<file path="src/rtl/pool_pkg.sv">
// pool_pkg: shared geometry, widths and capture states for the edge pooling block
package pool_pkg;
    localparam int IMG_W  = 640;
    localparam int IMG_H  = 480;
    localparam int POOL_W = 16;
    localparam int POOL_H = 16;
    localparam int OUT_W  = IMG_W / POOL_W;
    localparam int OUT_H  = IMG_H / POOL_H;
    localparam int DATA_W = 12;
    localparam int SHIFT  = $clog2(POOL_W * POOL_H);
    localparam int ACC_W  = DATA_W + SHIFT;
    localparam int ADDR_W = $clog2(OUT_W * OUT_H);

    typedef enum logic [1:0] {IDLE, WAIT_SOF, CAPTURE, DONE} cap_state_t;

    function automatic int cw(input int n);
        return (n > 1) ? $clog2(n) : 1;
    endfunction
endpackage

</file>
<file path="src/rtl/pool_row_accum.sv">
// pool_row_accum: one running tile sum per tile column, one read/modify/write per cycle
module pool_row_accum
    import pool_pkg::*;
#(
    parameter int DEPTH = OUT_W,
    parameter int AW    = ACC_W,
    parameter int IW    = cw(DEPTH)
) (
    input  logic              iCLK,
    input  logic              iRST,
    input  logic [IW-1:0]     index,
    input  logic [DATA_W-1:0] add_val,
    input  logic              add_en,
    input  logic              clear_en,
    input  logic              clear_all,
    output logic [AW-1:0]     rd_data
);
    logic [AW-1:0] acc_q [DEPTH];
    logic [AW-1:0] acc_d [DEPTH];

    // clear_all drops every sum, yet the same beat may still seed the indexed entry
    always_comb begin
        for (int i = 0; i < DEPTH; i++) acc_d[i] = clear_all ? '0 : acc_q[i];
        if (clear_en) acc_d[index] = '0;
        else if (add_en) acc_d[index] = acc_d[index] + AW'(add_val);
    end

    assign rd_data = acc_q[index];

    always_ff @(posedge iCLK or negedge iRST)
        if (!iRST) acc_q <= '{default: '0};
        else acc_q <= acc_d;
endmodule

</file>
<file path="src/rtl/edge_pool_capture.sv">
// edge_pool_capture: captures one frame per request and writes box-pooled tile means to the NN RAM
module edge_pool_capture
    import pool_pkg::*;
#(
    parameter int IMG_W  = pool_pkg::IMG_W,
    parameter int IMG_H  = pool_pkg::IMG_H,
    parameter int POOL_W = pool_pkg::POOL_W,
    parameter int POOL_H = pool_pkg::POOL_H,
    parameter int OUT_W  = IMG_W / POOL_W,
    parameter int OUT_H  = IMG_H / POOL_H,
    parameter int ADDR_W = cw(OUT_W * OUT_H)
) (
    input  logic              iCLK,
    input  logic              iRST,
    input  logic              iDVAL,
    input  logic [11:0]       iDATA,
    input  logic              iSOF,
    input  logic              iSTART,
    output logic              oBUSY,
    output logic              oDONE,
    output logic              oSYNC_ERR,
    output logic              oWR_EN,
    output logic [ADDR_W-1:0] oWR_ADDR,
    output logic [11:0]       oWR_DATA
);
    localparam int SHIFT = $clog2(POOL_W * POOL_H);
    localparam int ACC_W = 12 + SHIFT;
    localparam int XW    = cw(POOL_W);
    localparam int YW    = cw(POOL_H);
    localparam int TXW   = cw(OUT_W);
    localparam int TYW   = cw(OUT_H);
    localparam logic [XW-1:0]     X_LAST  = XW'(POOL_W - 1);
    localparam logic [YW-1:0]     Y_LAST  = YW'(POOL_H - 1);
    localparam logic [TXW-1:0]    TX_LAST = TXW'(OUT_W - 1);
    localparam logic [TYW-1:0]    TY_LAST = TYW'(OUT_H - 1);
    localparam logic [ADDR_W-1:0] A_LAST  = ADDR_W'(OUT_W * OUT_H - 1);

    cap_state_t        state_q, state_d;
    logic [XW-1:0]     sub_x_q, sub_x_d, bx;
    logic [YW-1:0]     sub_y_q, sub_y_d, by;
    logic [TXW-1:0]    tx_q, tx_d, btx;
    logic [TYW-1:0]    ty_q, ty_d, bty;
    logic              wr_en_q, wr_en_d, sync_err_q, sync_err_d;
    logic [ADDR_W-1:0] wr_addr_q, wr_addr_d;
    logic [11:0]       wr_data_q, wr_data_d;
    logic [ACC_W-1:0]  rd_data, sum;
    logic              last_wr, restart, take, x_end, y_end, tx_end, ty_end, tile_done;

    pool_row_accum #(.DEPTH(OUT_W), .AW(ACC_W), .IW(TXW)) u_accum (
        .iCLK      (iCLK),
        .iRST      (iRST),
        .index     (btx),
        .add_val   (iDATA),
        .add_en    (take),
        .clear_en  (tile_done),
        .clear_all (restart),
        .rd_data   (rd_data)
    );

    // A restarting beat is processed as pixel (0,0) from zeroed counters and sums
    always_comb begin
        last_wr    = wr_en_q && wr_addr_q == A_LAST;
        restart    = iDVAL && iSOF && (state_q == WAIT_SOF || (state_q == CAPTURE && !last_wr));
        take       = restart || (iDVAL && state_q == CAPTURE && !last_wr);
        bx         = restart ? '0 : sub_x_q;
        by         = restart ? '0 : sub_y_q;
        btx        = restart ? '0 : tx_q;
        bty        = restart ? '0 : ty_q;
        x_end      = bx == X_LAST;
        y_end      = by == Y_LAST;
        tx_end     = btx == TX_LAST;
        ty_end     = bty == TY_LAST;
        tile_done  = take && x_end && y_end;
        sum        = (restart ? '0 : rd_data) + ACC_W'(iDATA);
        sub_x_d    = take ? (x_end ? '0 : bx + XW'(1)) : sub_x_q;
        tx_d       = (take && x_end) ? (tx_end ? '0 : btx + TXW'(1)) : btx;
        sub_y_d    = (take && x_end && tx_end) ? (y_end ? '0 : by + YW'(1)) : by;
        ty_d       = (take && x_end && tx_end && y_end) ? (ty_end ? '0 : bty + TYW'(1)) : bty;
        wr_en_d    = tile_done;
        wr_addr_d  = tile_done ? ADDR_W'(bty) * ADDR_W'(OUT_W) + ADDR_W'(btx) : wr_addr_q;
        wr_data_d  = tile_done ? sum[ACC_W-1:SHIFT] : wr_data_q;
        sync_err_d = restart && state_q == CAPTURE;
        state_d    = state_q;
        case (state_q)
            IDLE:     if (iSTART) state_d = WAIT_SOF;
            WAIT_SOF: if (restart) state_d = CAPTURE;
            CAPTURE:  if (last_wr) state_d = DONE;
            default:  state_d = IDLE;
        endcase
    end

    always_ff @(posedge iCLK or negedge iRST)
        if (!iRST) begin
            state_q    <= IDLE;
            sub_x_q    <= '0;
            sub_y_q    <= '0;
            tx_q       <= '0;
            ty_q       <= '0;
            wr_en_q    <= 1'b0;
            wr_addr_q  <= '0;
            wr_data_q  <= '0;
            sync_err_q <= 1'b0;
        end else begin
            state_q    <= state_d;
            sub_x_q    <= sub_x_d;
            sub_y_q    <= sub_y_d;
            tx_q       <= tx_d;
            ty_q       <= ty_d;
            wr_en_q    <= wr_en_d;
            wr_addr_q  <= wr_addr_d;
            wr_data_q  <= wr_data_d;
            sync_err_q <= sync_err_d;
        end

    assign oBUSY     = state_q == WAIT_SOF || state_q == CAPTURE;
    assign oDONE     = state_q == DONE;
    assign oSYNC_ERR = sync_err_q;
    assign oWR_EN    = wr_en_q;
    assign oWR_ADDR  = wr_addr_q;
    assign oWR_DATA  = wr_data_q;
endmodule
</file>
<file path="config.mk">
export PLATFORM = sky130hd
export DESIGN_NAME = edge_pool_capture
export DESIGN_NICKNAME = d
export VERILOG_FILES = /design/src/rtl/pool_pkg.sv /design/src/rtl/pool_row_accum.sv /design/src/rtl/edge_pool_capture.sv
export SDC_FILE = /design/constraint.sdc
export NUM_CORES = 2
export LEC_CHECK = 0
export CORE_MARGIN = 4
export CORE_UTILIZATION = 58
export DETAILED_ROUTE_END_ITERATION = 16
export DONT_BUFFER_PORTS = 1
export PLACE_DENSITY = 0.76
export SLEW_MARGIN = 40
export SYNTH_ARGS = -nofsm -noshare
export SYNTH_HDL_FRONTEND = slang
export SYNTH_SLANG_ARGS = --single-unit
</file>
<file path="constraint.sdc">
create_clock -name iCLK -period 6.2 [get_ports iCLK]
set_clock_uncertainty 0.1 [all_clocks]
set_input_delay 0.31 -clock iCLK [delete_from_list [all_inputs] [get_ports iCLK]]
set_output_delay 0.31 -clock iCLK [all_outputs]
set_load 0.005 [all_outputs]
</file>
* After elaboration in Yosys (flattened, before gate mapping)
Index checks and enable logic that the tools add are counted.
Word-level totals: bits of input ports 17, output and inout bits 27, register bits 846, logic and storage cells 158
Cells by class: add/subtract/negate cells 7, mux-type cells 67, bitwise operators 3, $lt $le $gt $ge 2, reductions and logical operators 18, $mul 1, equality and inequality tests 11
Operators by type and width (number):
- $mux 800 | 2
- $mux 20 | 46
- $and 800x800->800 | 1
- $bwmux 800 | 1
- $not 800->800 | 1
- $bmux 20 s6 | 2
- $demux 20 s6 | 1
- $add 20x12->20 | 2
- $mux 4 | 5
- $mux 6 | 3
- $mux 5 | 3
- $logic_and 1x1->1 | 12
- $add 11x6->11 | 1
- $eq 11x11->1 const B | 1
- $add 4x1->4 const B | 2
- $eq 4x4->1 const B | 2
- $mul 5x3->8 const B | 1
- $ge 7x7->1 const B | 1
- $lt 7x1->1 const B | 1
- $not 6->7 | 1
- $add 6x1->6 const B | 1
- $eq 6x6->1 const B | 1
- $mux 2 | 3
- $pmux 2 s3 | 1
- 10 further kinds | 14

* Longest topological paths before layout
word-level depth 15, mapped depth 28, depth with buffers taken out 24

* Cells and area by module
Synthesis repeated with hierarchy kept, for this count alone.
Second synthesis, totals: cells, all modules 3555, area, all modules 39504.1 µm²
Modules (own cells, without submodules):
- pool_row_accum | seq. area each 20019.2 µm², times used 1, cells an instance 3186, area an instance 36289.8 µm²
- edge_pool_capture | seq. area each 1151.1 µm², times used 1, cells an instance 369, area an instance 3214.3 µm²

* Worst setup path after synthesis
Ideal clock, no wire load.
path type register to register, start point register wr_addr_q[8] (netlist: oWR_ADDR[8]), end point register u_accum.acc_q[353] in the netlist's numbering, buffers on the path 6, stages on the path, launching flop included 25, arrival 6.173 ns, required time 5.944 ns, library setup time 0.156 ns, clock period less this slack 6.429 ns, path slack -0.229 ns, path through dfrtp_1 -> or4b_4 -> nor4_4 -> nor2_1 -> clkbuf_1 -> a21oi_1 -> clkbuf_1 -> buf_1 -> buf_1 -> o221ai_1 -> nor2_1 -> nand2_1 -> a21oi_1 -> ha_1 -> a21o_1 -> a21oi_1 -> o21ai_0 -> o41ai_1 -> o21ai_0 -> o41ai_1 -> nor2_1 -> xor2_1 -> clkbuf_1 -> clkbuf_1 -> o22ai_1
RTL lines:
- start, declared | line edge_pool_capture.sv:44 | logic [ADDR_W-1:0] wr_addr_q, wr_addr_d;
- start signal, assigned | line edge_pool_capture.sv:110 | wr_addr_q <= wr_addr_d;
- end signal, assigned | line pool_row_accum.sv:31 | if (!iRST) acc_q <= '{default: '0};
- end signal, assigned | line pool_row_accum.sv:32 | else acc_q <= acc_d;
- end, declared | line pool_row_accum.sv:18 | logic [AW-1:0] acc_q [DEPTH];

==> results.md <==
* Total GRT Usage at roughly two fifths
* Post-route cell area at 45200 um^2
* I/O pin count at 44
* CP Class: flip-flop to flip-flop
* Rel. slew slack at 27.3%
* Vias per cell at 7.25
* Starting density of the core at 58.9%
* Clock group share of total power at 32.4%
* R2R Path Start: oWR_ADDR[6]
* Psw at 6.03 mW
* Hold WC Path Type: primary input to asynchronous set/reset pin
* Hpwl dp at a little under 100000 um
* Crit-path max FO at 23
* Power, Total at roughly 17 mW
* Max-slew violation count at 0
* DRC Markers at 0
* Yosys top cell area share at 54.3%
* Worst setup EP type: flip-flop
* Core area at 66200 um^2
* Area Overhead vs Synth at 15.8%
* Critical Path AT at approximately 6.6 ns
* Crit path time final at 6.18 ns
* Flop2flop setup slack at 0.02 ns
* Cell Pwr Density at approximately 370 nW/um^2
* H-tree depth at 3
* Die Ht at around 270 um
* Share of power burned in combinational logic at between 30% and 40%
* Leak Pwr at 19.9 nW
* Average size of a mapped cell at 9.57 um^2
* Critical path launch point type: flip-flop
* Proportion of layout cells with a drive suffix above 1 at 14.9%
* DR iter-0 viols at 6737
* Fmax at 162 MHz
* Internal Power at 10.5 mW
* TritonCTS clock tree: done
* Worst-margin pin slew at 1.09 ns
* Async SR Flop Fraction at 100%
* Clock latency on the worst-skew pair at 0.66 ns
* Status: finished, violations left
* CTS clk-pin slew, worst paths at about 0.06 ns
* Via count at 37000
* Cell taking the most area after synthesis: dfrtp_1
* Synthesis-stage register bit count at 846
* Failing checks: negative hold slack
* Total Die Area at 71500 um^2
* Hold WS at -0.00803 ns
* Reg2reg end: u_accum.acc_q[59]
* CTS root buffer: clkbuf_16
* Antenna violations before repair at 0
* Endpoints failing hold at 9
* Buffer levels on the longest clock path at 3
* RePlAce Congestion at 0.992
* Post-synthesis sequential area ratio at 54.3%
* Number of global-route vias before repair at 35300
* Die X at 267 um
* Distinct cells, synth at 85
* Site Rows at 94
* Tcrit/Tclk final at between 90 and 100%
* RSZ-0062 raised after global routing: true
* Area contributors post-synth: dfrtp_1, o21ai_0, nand2_1
* # setup viols final at 0
* Top FF cell, synth: dfrtp_1
* Syn. warnings at 0
* Pin count of the biggest net entering global routing at roughly 850
* Synthesized Nets at 4139
* GRT overflow at 0
* ANT nets after route at 0
* Filler cells at 5043
* Gate Count Post-Synth at 4078
* Net Sw Frac at 36.4%
* WP data required at around 6.7 ns
* WL/cell at approximately 29 um
* Final net count at 4231
* DP Area at 41600 um^2
* Drt first pass iters at 9
* Mapped cell area at between 30000 and 40000 um^2
* Global-route wire length before repair at 221000 um
* Sequential Power Share at about a third
* Num CTS Buffers at 86
* Worst IR Drop VDD at 0.000315 V
* Detailed Route WL at 150000 um
* R2r worst-path depth at 25
* Number of synthesized flops with an enable pin at 0
* Maxcap violations at 0
* Clock Sink Count at 846
* IO Port Bufs at 0
cell usage in the layout (no fill, tap or decap), types with 13 or more instances in the layout:
cell type,instances
dfrtp_1,843
o21ai_0,703
nand2_1,531
a21oi_1,296
buf_4,260
nor2_1,210
o22ai_1,195
nand3_1,142
clkbuf_16,89
nor3_1,77
o221ai_1,72
a22o_1,63
mux2i_1,57
ha_1,40
mux2_2,31
inv_1,27
nor2_2,27
o211ai_1,27
o21ai_1,26
buf_12,25
a211oi_1,24
o221a_2,22
clkinv_2,20
xnor2_1,19
and2_1,16
clkbuf_8,16
nor3_2,15
clkbuf_1,15
o311ai_0,13
mux4_2,13
o2111ai_1,13
xor2_1,13
metrics by stage:
step / instances / hold WS, ns / setup slack, ns / util [%] / setup TNS, ns
2_1_floorplan: 4078 / -0.0856 / 0.0134 / - / 0
3_3_place_gp: 4916 / -0.00427 / -0.204 / 62.7 / -5.73
3_5_place_dp: 4916 / -0.00813 / -0.130 / 62.9 / -4.13
4_1_cts: 5076 / -0.694 / 0.0448 / 67.3 / 0
5_1_grt: 5102 / 0.0166 / -0.0977 / 68.2 / -1.03
6_report: 5103 / -0.00803 / 0.0198 / 68.2 / 0
cell usage after synthesis, types with 27 or more instances:
cell type and number:
o211ai_1 27, mux2_2 31, o21ai_0 729, mux2i_1 57, nor2_1 242, nor3_1 92, a21oi_1 301, nand2_1 535
inv_1 27, clkbuf_1 242, a22o_1 63, nand3_1 143, o22ai_1 195, dfrtp_1 846, o221ai_1 73, buf_2 27
ha_1 41, buf_1 33
state kept, by name, summed over array words and instances, names as in the netlist:
name and count:
sub_x_q 4, state_q 2, tx_q 6, oWR_DATA 12, ty_q 5, oWR_ADDR 11
u_accum.acc_q 800, oWR_EN 1, sub_y_q 4, oSYNC_ERR 1
power by group through the flow:
| stage | Clock, mW | Combinational, mW | Sequential [mW] |
|---|---|---|---|
| after floorplan | 0 | 2.47 | 5.80 |
| after global placement | 0 | 4.89 | 5.82 |
| after detailed placement | 0 | 4.93 | 5.82 |
| after CTS | 5.36 | 4.96 | 5.72 |
| after global routing | 5.58 | 5.65 | 5.74 |
| final | 5.36 | 5.47 | 5.73 |
timing repair:
action,in CTS,in global routing
gates resized for setup,5,73
buffers inserted,0,16
gates cloned,0,2
hold buffers,4,1
pin swaps,0,21
endpoints found under the hold margin,849,170
endpoints found under the setup margin,138,406
worst max path at each step:
stage | from | slack [ns] | endpoint
2_1_floorplan | oWR_ADDR[8] | 0.01 | u_accum.acc_q[353]
3_3_place_gp | oWR_ADDR[8] | -0.20 | u_accum.acc_q[279]
4_1_cts | state_q[1] | 0.04 | u_accum.acc_q[672]
3_5_place_dp | oWR_ADDR[8] | -0.13 | u_accum.acc_q[192]
6_report | oWR_ADDR[6] | 0.02 | u_accum.acc_q[59]
5_1_grt | oWR_ADDR[6] | -0.1 | u_accum.acc_q[279]
routing by layer:
metal,vias to the layer above,part of all wire (%),global-route usage (%)
li1,15100,-,-
met1,18000,37,56.1
met2,3207,41,56.9
met3,678,15,14.2
met4,0,7.2,23.1
met5,-,0,0
kinds of logic (layout without fill, tap and decap cells):
group | after synthesis | after routing | share of synthesized area [%]
XOR/XNOR | 41 | 41 | 0.920
AO/OA/AOI/OAI | 1607 | 1607 | 24.7
adder cells (fa/ha/maj) | 44 | 44 | 1.47
flip-flops | 846 | 846 | 54.3
multiplexers | 101 | 101 | 3.11
buffers and inverters | 337 | 497 | 3.36
AND/OR/NAND/NOR | 1102 | 1102 | 12.2
other | 0 | 1 | 0
critical path, cell delays in order, from the launching register on:
cell       delay (ns)
dfrtp_1          0.41
or4b_4           0.59
or4_4            0.63
nand2_8          0.15
nand2_4          0.08
buf_12           0.21
nor3_1           0.18
o21ai_0          0.12
o31ai_1          0.27
o221ai_2         0.22
a21oi_2          0.23
ha_1             0.26
a21o_1           0.19
a21oi_4          0.16
o21ai_2          0.09
o41ai_2          0.28
buf_4            0.17
o21ai_1          0.11
o41ai_2          0.37
buf_4            0.19
nor2_1           0.04
and4b_2          0.27
xor2_4           0.16
buf_12           0.18
clkbuf_16        0.18
o21ai_0          0.20
layout make-up:
cell class	instances	area (um^2)	share of cell area, %
multi-input cells	2895	17100	37.8
diodes	1	2.50	0.00554
repair buffers	312	2860	6.33
clock buffers	119	2480	5.49
clock inverters	37	400	0.886
flip-flops and latches	846	21200	46.9
inverters	29	111	0.247
well taps	864	1080	2.39
(Power assumes the default switching activity.)
